### config.mk
export PLATFORM = sky130hd
export DESIGN_NAME = mult_share_sched
export DESIGN_NICKNAME = d
export VERILOG_FILES = /design/src/rtl/mult_share_sched.sv
export SDC_FILE = /design/constraint.sdc
export NUM_CORES = 1
export LEC_CHECK = 0
export ABC_AREA = 1
export CAP_MARGIN = 5
export CORE_MARGIN = 8
export CORE_UTILIZATION = 35
export CTS_CLUSTER_DIAMETER = 60
export DETAILED_ROUTE_END_ITERATION = 10
export REMOVE_ABC_BUFFERS = 1
export SYNTH_ARGS = -nofsm -noshare
export SYNTH_HDL_FRONTEND = slang
export SYNTH_HIERARCHICAL = 1
export SYNTH_SLANG_ARGS = --single-unit
### constraint.sdc
create_clock -name clk -period 6.4 [get_ports clk]
set_clock_uncertainty 0.05 [all_clocks]
set_input_delay 0.96 -clock clk [delete_from_list [all_inputs] [get_ports clk]]
set_output_delay 0.96 -clock clk [all_outputs]
set_load 0.03 [all_outputs]
### src/rtl/mult_share_sched.sv
// Shares one carry-save multiplier between NREQ valid/ready requesters through a 3-stage stallable pipeline.
// Define MULT_SHARE_FIXPRIO_EN for fixed-priority arbitration (lowest index wins) instead of round-robin.

module csa3 #(
  parameter int W = 34
) (
  input  logic [W-1:0] x,
  input  logic [W-1:0] y,
  input  logic [W-1:0] z,
  output logic [W-1:0] s,
  output logic [W-1:0] c
);
  assign s = x ^ y ^ z;
  assign c = {(x[W-2:0] & y[W-2:0]) | (x[W-2:0] & z[W-2:0]) | (y[W-2:0] & z[W-2:0]), 1'b0};
endmodule

module csa_chain #(
  parameter int W = 34,
  parameter int K = 2
) (
  input  logic [K-1:0][W-1:0] rows,
  output logic [W-1:0]        sum_vec,
  output logic [W-1:0]        carry_vec
);
  logic [W-1:0] s_arr [1:K-1];
  logic [W-1:0] c_arr [1:K-1];

  assign s_arr[1] = rows[0];
  assign c_arr[1] = rows[1];

  for (genvar gi = 2; gi < K; gi++) begin : g_stage
    csa3 #(.W(W)) u_csa (
      .x(s_arr[gi-1]),
      .y(c_arr[gi-1]),
      .z(rows[gi]),
      .s(s_arr[gi]),
      .c(c_arr[gi])
    );
  end

  assign sum_vec   = s_arr[K-1];
  assign carry_vec = c_arr[K-1];
endmodule

module mult #(
  parameter int N    = 17,
  parameter int M    = 17,
  parameter int MULT = 0
) (
  input  logic [N-1:0]   a,
  input  logic [M-1:0]   b,
  output logic [N+M-1:0] out1,
  output logic [N+M-1:0] out2
);
  localparam int W = N + M;
  localparam int R = M + 1;
  localparam int H = R / 2;

  logic [W-1:0]        a_ext;
  logic [R-1:0][W-1:0] pp;

  assign a_ext = {{M{a[N-1]}}, a};

  for (genvar gi = 0; gi < M - 1; gi++) begin : g_pp
    assign pp[gi] = b[gi] ? (a_ext << gi) : '0;
  end
  // The b sign bit weighs -2^(M-1): add ~x here and the +1 completing the negation as an extra row.
  assign pp[M-1] = b[M-1] ? ~(a_ext << (M - 1)) : '0;
  assign pp[M]   = {{(W-1){1'b0}}, b[M-1]};

  if (MULT == 0) begin : g_wallace
    logic [W-1:0] lo_s, lo_c, hi_s, hi_c, mid_s, mid_c;
    // Two half-height chains in parallel, merged by a 4:2 stage.
    csa_chain #(.W(W), .K(H))     u_lo (.rows(pp[H-1:0]), .sum_vec(lo_s), .carry_vec(lo_c));
    csa_chain #(.W(W), .K(R - H)) u_hi (.rows(pp[R-1:H]), .sum_vec(hi_s), .carry_vec(hi_c));
    csa3 #(.W(W)) u_m0 (.x(lo_s), .y(lo_c), .z(hi_s), .s(mid_s), .c(mid_c));
    csa3 #(.W(W)) u_m1 (.x(mid_s), .y(mid_c), .z(hi_c), .s(out1), .c(out2));
  end else begin : g_dadda
    csa_chain #(.W(W), .K(R)) u_all (.rows(pp), .sum_vec(out1), .carry_vec(out2));
  end
endmodule

module mult_share_sched #(
  parameter int N    = 17,
  parameter int M    = 17,
  parameter int NREQ = 4,
  parameter int MULT = 0,
  localparam int IDW = $clog2(NREQ)
) (
  input  logic               clk,
  input  logic               rst_n,
  input  logic [NREQ-1:0]    req_valid,
  output logic [NREQ-1:0]    req_ready,
  input  logic [NREQ*N-1:0]  req_a,
  input  logic [NREQ*M-1:0]  req_b,
  output logic               rsp_valid,
  input  logic               rsp_ready,
  output logic [IDW-1:0]     rsp_id,
  output logic [N+M-1:0]     rsp_data,
  output logic               busy
);
  logic [N-1:0]   a_reg;
  logic [M-1:0]   b_reg;
  logic [IDW-1:0] id1_reg, id2_reg, id3_reg;
  logic           v1_reg, v2_reg, v3_reg;
  logic [N+M-1:0] out1_reg, out2_reg, sum_reg;
  logic [N+M-1:0] m_out1, m_out2;

  logic           adv, hs;
  logic [IDW-1:0] win_id;

  // Gating with rst_n keeps req_ready at zero for as long as reset is held.
  assign adv = rst_n & (~v3_reg | rsp_ready);
  assign hs  = adv & (|req_valid);

`ifdef MULT_SHARE_FIXPRIO_EN
  always_comb begin
    win_id = '0;
    for (int k = NREQ - 1; k >= 0; k--) begin
      if (req_valid[k]) win_id = k[IDW-1:0];
    end
  end
`else
  logic [IDW-1:0]  ptr_reg, ptr_next;
  logic [NREQ-1:0] hi_mask;
  logic [IDW-1:0]  win_hi, win_lo;

  // Requesters at or above ptr win first; otherwise wrap to the lowest valid index.
  always_comb begin
    hi_mask = req_valid & ~((NREQ'(1) << ptr_reg) - NREQ'(1));
    win_hi  = '0;
    win_lo  = '0;
    for (int k = NREQ - 1; k >= 0; k--) begin
      if (hi_mask[k])   win_hi = k[IDW-1:0];
      if (req_valid[k]) win_lo = k[IDW-1:0];
    end
    win_id = (|hi_mask) ? win_hi : win_lo;
  end

  always_comb begin
    ptr_next = ptr_reg;
    if (hs) ptr_next = (win_id == IDW'(NREQ - 1)) ? '0 : win_id + 1'b1;
  end

  always_ff @(posedge clk or negedge rst_n) begin
    if (!rst_n) ptr_reg <= '0;
    else        ptr_reg <= ptr_next;
  end
`endif

  always_comb begin
    req_ready = '0;
    if (hs) req_ready[win_id] = 1'b1;
  end

  mult #(.N(N), .M(M), .MULT(MULT)) u_mult (
    .a(a_reg),
    .b(b_reg),
    .out1(m_out1),
    .out2(m_out2)
  );

  // All three stages move together; a stalled output freezes the whole pipe.
  always_ff @(posedge clk or negedge rst_n) begin
    if (!rst_n) begin
      a_reg    <= '0;
      b_reg    <= '0;
      id1_reg  <= '0;
      v1_reg   <= 1'b0;
      out1_reg <= '0;
      out2_reg <= '0;
      id2_reg  <= '0;
      v2_reg   <= 1'b0;
      sum_reg  <= '0;
      id3_reg  <= '0;
      v3_reg   <= 1'b0;
    end else if (adv) begin
      v1_reg <= hs;
      if (hs) begin
        a_reg   <= req_a[win_id*N +: N];
        b_reg   <= req_b[win_id*M +: M];
        id1_reg <= win_id;
      end
      out1_reg <= m_out1;
      out2_reg <= m_out2;
      id2_reg  <= id1_reg;
      v2_reg   <= v1_reg;
      sum_reg  <= out1_reg + out2_reg;
      id3_reg  <= id2_reg;
      v3_reg   <= v2_reg;
    end
  end

  assign rsp_valid = v3_reg;
  assign rsp_id    = id3_reg;
  assign rsp_data  = sum_reg;
  assign busy      = v1_reg | v2_reg | v3_reg;
endmodule

==> flow_summary.toml, run 1 <==
[synthesis]
yosysWarnings = 6
syn_area_mm2 = 0.0238
syn_inst = 2759
syn_area_per_cell_um2 = 8.64
synth_common_cells = "nand2_1 (987), fa_1 (529), inv_1 (486), dfrtp_1 (147), nand3_1 (128)"
synth_cell_types = 37
synth-edff-count = 0
ys_seq_area_share_pct = 15.4
synth.top_cells.by_area = "fa_1 (44%), nand2_1 (16%), dfrtp_1 (15%)"
async_flop_share_pct = 100
ys_seq_elements = 147
yosys.area.top_type = "fa_1"
synth_most_common_cell = "nand2_1"
synth-main-ff-cell = "dfrtp_1"
yosysTopAreaCellShare_pct = 44.4

[min_path]
min_path_type = "input port to asynchronous set/reset pin"

[clock_network]
cts_resized = 0
cts_setup_buffers = 0
cts_buffers = 17
cts_tree = "built"
clk_pin_slew_worst_paths_ns = 0.07
cts_hold_buf = 0
clk_latency_ns = 0.47
cts_sinks = 147
max-clock-path-buffers = 2
h-tree-depth = 4
clockRootBuffer = "clkbuf_16"

[final_layout]
drive_gt1_share_pct = 3.84
fin_util_pct = 40.3
n_antenna_cell = 0
syn2layout_area_growth_pct = 13.8
fin_nets = 3720
fillCellCount = 6912

[global_routing]
track_usage_pct = 15.4
antenna_found_initial = 0
overflow = 0
grt_max_degree = 86
grt_first_pass_wirelength_um = 96000
grt_pass1_vias = 18800

[timing]
final_max_slew_viol_count = 0
worst_slew_pin_slew_ns = 0.899
relSlewSlack_pct = 40.1
final.min_clock_period_ns = 5.70
rsz0062_at_grt = "no"
hold_viol = 0
setup_viol = 0
fmax_ghz = 0.175
finalCritPeriodShare_pct = 89.1

[place]
numPortBuffers = 184
gp_congestion = 0.866
hpwlAfterDp_um = 44900

[route]
first_pass_iters = 4
vias = 17100
ant_nets = 0
post_drt_via_cell_ratio = 4.40
drcViolationCount = 0
drt_wl_total_um = 54600
drt_iter0_markers = 831
routedWlPerCell_um = 14.0

[die]
die_x_um = 277
dieArea_mm2 = 0.0767
fp.coreArea_mm2 = 0.0673
io_pins = 185
row_count = 95
die_h_um = 277
start_util_pct = 35.4

[setup_path]
crit_required_ns = 6.71
arrival_ns = 6.01
crit_fanout = 13
cp-start-kind = "register"
end_kind = "register"
worstSetupPathType = "register to register"

[run]
cap_viol_max_count = 0

[outcome]
status = "finished, final reports clean"
-- final timing paths --
kind | depth (start not counted) | slack (ns) | startpoint | to
setup / recovery | 13 | 0.70 | a_reg[16] | out1_reg[25]
hold / removal | 1 | 0.35 | rst_n | v2_reg
setup reg to reg | 13 | 0.70 | a_reg[16] | out1_reg[25]
hold reg to reg | 2 | 0.43 | id2_reg[1] | rsp_id[1]
max in group asynchronous | 2 | 4.65 | rst_n | rsp_data[8]
min in group clk | 2 | 0.43 | id2_reg[1] | rsp_id[1]
-- metrics by stage --
step | setup TNS [ns] | cell area, µm² | worst slack (ns) | hold slack (ns) | instances
6_report | 0 | 27100 | 0.700 | 0.347 | 3897
5_1_grt | 0 | 27100 | 0.452 | 0.358 | 3897
4_1_cts | 0 | 27100 | 0.721 | 0.314 | 3897
3_5_place_dp | 0 | 26500 | 0.740 | 0.416 | 3865
3_3_place_gp | 0 | 26500 | 0.791 | 0.412 | 3865
2_1_floorplan | -1.01 | 23200 | -0.252 | 0.392 | 2770
-- cells by family (layout without fill, tap and decap cells) --
kind of cell | Yosys count | after routing | synth area share (%)
fa+ha+maj | 566 | 566 | 46.4
buf+inv | 638 | 750 | 12.7
compound gates | 93 | 93 | 2.11
simple gates | 1283 | 1283 | 22.5
other cells | 17 | 170 | 0.268
xor+xnor | 15 | 15 | 0.551
flops | 147 | 147 | 15.4
-- critical path, stage by stage (launching register included) --
cell	delay (ns)
dfrtp_1	0.58
nand2_1	0.10
inv_1	0.35
fa_1	0.51
fa_1	0.51
fa_1	0.43
fa_1	0.51
fa_1	0.44
fa_1	0.53
fa_1	0.48
fa_1	0.55
fa_1	0.41
nand2_1	0.07
nand2_1	0.05
-- cell type report --
cell class / instances / area (µm²) / share of cell area (%)
clock buffer: 18 / 439 / 1.62
multi-input combinational: 2127 / 17700 / 65.3
inverter: 496 / 1860 / 6.88
timing repair buffer: 222 / 2130 / 7.85
tap: 873 / 1090 / 4.03
clock inverter: 14 / 190 / 0.702
sequential: 147 / 3680 / 13.6
-- routing by layer --
layer | wire (µm) | vias up | GRT usage [%] | part of all wire (%)
met4 | 1170 | 0 | 4.45 | 2.1
met2 | 29500 | 203 | 28.5 | 54
met1 | 22500 | 8510 | 18.4 | 41
li1 | - | 8362 | - | -
met3 | 1410 | 61 | 2.00 | 2.6
met5 | 0 | - | 0 | 0
-- layout by cell type, fill, tap and decap left out, drive strengths merged, types with 18 or more instances in the layout --
cell type | Yosys | final
nand2 | 989 | 989
fa | 529 | 529
inv | 495 | 503
clkdlybuf4s50 | 0 | 183
conb | 17 | 170
dfrtp | 147 | 147
nand3 | 128 | 128
nor2 | 79 | 79
nand3b | 70 | 70
o21ai | 48 | 48
buf | 110 | 39
a21oi | 37 | 37
ha | 37 | 37
clkbuf | 32 | 18
Power of run 1 is not shown: default switching activity piles up to over one toggle a cycle in this logic, so the estimate is an artifact.
==> run 2, diff against run 1 <==
--- a/config.mk
+++ b/config.mk
@@ -10,6 +10,7 @@
 export CORE_MARGIN = 8
 export CORE_UTILIZATION = 35
 export CTS_CLUSTER_DIAMETER = 60
+export CTS_CLUSTER_SIZE = 14
 export DETAILED_ROUTE_END_ITERATION = 10
 export REMOVE_ABC_BUFFERS = 1
 export SYNTH_ARGS = -nofsm -noshare
==> constraint.sdc (replaced) <==
create_clock -name clk -period 6.4 [get_ports clk]
set_clock_uncertainty 0.05 [all_clocks]
set_input_delay 0.96 -clock clk [delete_from_list [all_inputs] [get_ports clk]]
set_output_delay 0.96 -clock clk [all_outputs]
set_load 0.1 [all_outputs]
==> flow_summary.toml, run 2 (synthesis gave the netlist of run 1 again) <==
[final_layout]
fillCellCount = 6916
layout_common_cells = "nand2_1 (987), fa_1 (529), inv_1 (486)"
final_common_cell = "nand2_1"
drive_gt1_share_pct = 3.94
fin_nets = 3719
n_antenna_cell = 0
syn2layout_area_growth_pct = 13.5

[timing]
final_max_slew_viol_count = 0
setup_viol = 0
rsz0062_at_grt = "no"
relSlewSlack_pct = 26.0
finalCritPeriodShare_pct = 88.9
fmax_ghz = 0.176
final.setup.tns_ns = 0
hold_viol = 0
whs_ns = 0.422
worst_slew_pin_slew_ns = 1.11
final.min_clock_period_ns = 5.69

[route]
ant_nets = 0
routedWlPerCell_um = 13.8
vias = 17200
post_drt_via_cell_ratio = 4.42
drt_wl_total_um = 53800
drt_iter0_markers = 924
wl_met1_um = 22300
wl_met3_um = 1450
first_pass_iters = 5
wl_met2_um = 28900
drcViolationCount = 0
top_layer = "met4"

[global_routing]
grt_max_degree = 103
antenna_found_initial = 0
grt_first_pass_wirelength_um = 94300
grt_pass1_vias = 18700
track_usage_pct = 15.0
overflow = 0

[setup_path]
crit_required_ns = 6.71
cp-start-kind = "register"
worstSetupPathType = "register to register"
crit_chain = "nand2_1, inv_1, fa_1, fa_1, fa_1, fa_1, fa_1, fa_1, fa_1, fa_1, fa_1, nand2_1, nand2_1"
critical_path_buf_inv_count = 1
crit_fanout = 13
crit_family = "adder cells"
end_kind = "register"
r2r_cells = 13
cp.depth = 13
arrival_ns = 5.99
cp_slowest_stage_delay_ns = 0.57
cp_slowest_cell = "fa_1"
crit_top_cell = "fa_1"

[clock_network]
clk_latency_ns = 0.49
h-tree-depth = 4
cts_resized = 0
cts_hold_buf = 0
cts_tree = "built"
clockRootBuffer = "clkbuf_16"
cts_buffers = 17
cts_setup_buffers = 0
max-clock-path-buffers = 2
cts_sinks = 147
clk_pin_slew_worst_paths_ns = 0.09

[die]
die_h_um = 277
die_x_um = 277
fp.coreArea_mm2 = 0.0673
row_count = 95
dieArea_mm2 = 0.0767
start_util_pct = 35.4
io_pins = 185

[place]
hpwlAfterDp_um = 44100
numPortBuffers = 184
gp_congestion = 0.866

[run]
cap_viol_max_count = 0

[min_path]
min_path_type = "input port to asynchronous set/reset pin"

[outcome]
status = "finished, final reports clean"
run 2: cell types whose count changed in the layout (fill, tap and decap cells not counted):
cell	delta
clkdlybuf4s50_1	-4
buf_4	+3
bufinv_16	-3
clkinvlp_4	+3
clkinv_2	-1
clkinv_8	+1
run 2: final cells by class:
class | count | area, µm² | area share [%]
multi-input combinational | 2127 | 17700 | 65.5
sequential | 147 | 3680 | 13.6
timing repair buffer | 221 | 2110 | 7.81
inverter | 496 | 1860 | 6.90
tap | 873 | 1090 | 4.04
clock buffer | 18 | 439 | 1.62
clock inverter | 14 | 134 | 0.495
run 2: final timing paths:
kind                         startpoint      endpoint  slack (ns)
setup / recovery              a_reg[16]  out1_reg[28]        0.71
hold / removal                    rst_n     rsp_valid        0.42
setup reg to reg              a_reg[16]  out1_reg[28]        0.71
hold reg to reg            rsp_data[31]  rsp_data[31]        0.43
max in group asynchronous         rst_n  rsp_data[30]        4.31
min in group clk           rsp_data[31]  rsp_data[31]        0.43
run 2: through the flow:
| step | cells | worst slack [ns] | util [%] | cell area, µm² |
|---|---|---|---|---|
| detailed placement | 3864 | 0.734 | 39.3 | 26500 |
| global placement | 3864 | 0.790 | 39.3 | 26500 |
| CTS | 3896 | 0.700 | 40.2 | 27000 |
| floorplan | 2770 | -0.596 | - | 23200 |
| finish | 3896 | 0.713 | 40.2 | 27000 |
| global route | 3896 | 0.418 | 40.2 | 27000 |
run 2: metal layers:
metal / vias to the layer above / global-route usage (%)
met5: - / 0
met4: 0 / 3.86
met3: 57 / 2.32
met2: 214 / 27.9
met1: 8608 / 18.1
li1: 8358 / -
Power of run 2 is left out for the same reason.
==> run 3, diff against run 2 <==
--- a/config.mk
+++ b/config.mk
@@ -17,3 +17,4 @@
 export SYNTH_HDL_FRONTEND = slang
 export SYNTH_HIERARCHICAL = 1
 export SYNTH_SLANG_ARGS = --single-unit
+export TNS_END_PERCENT = 20
==> results of run 3 <==
No change in the layout: final DEF, timing and power equal those of run 2.
Power of run 3 is left out for the same reason.
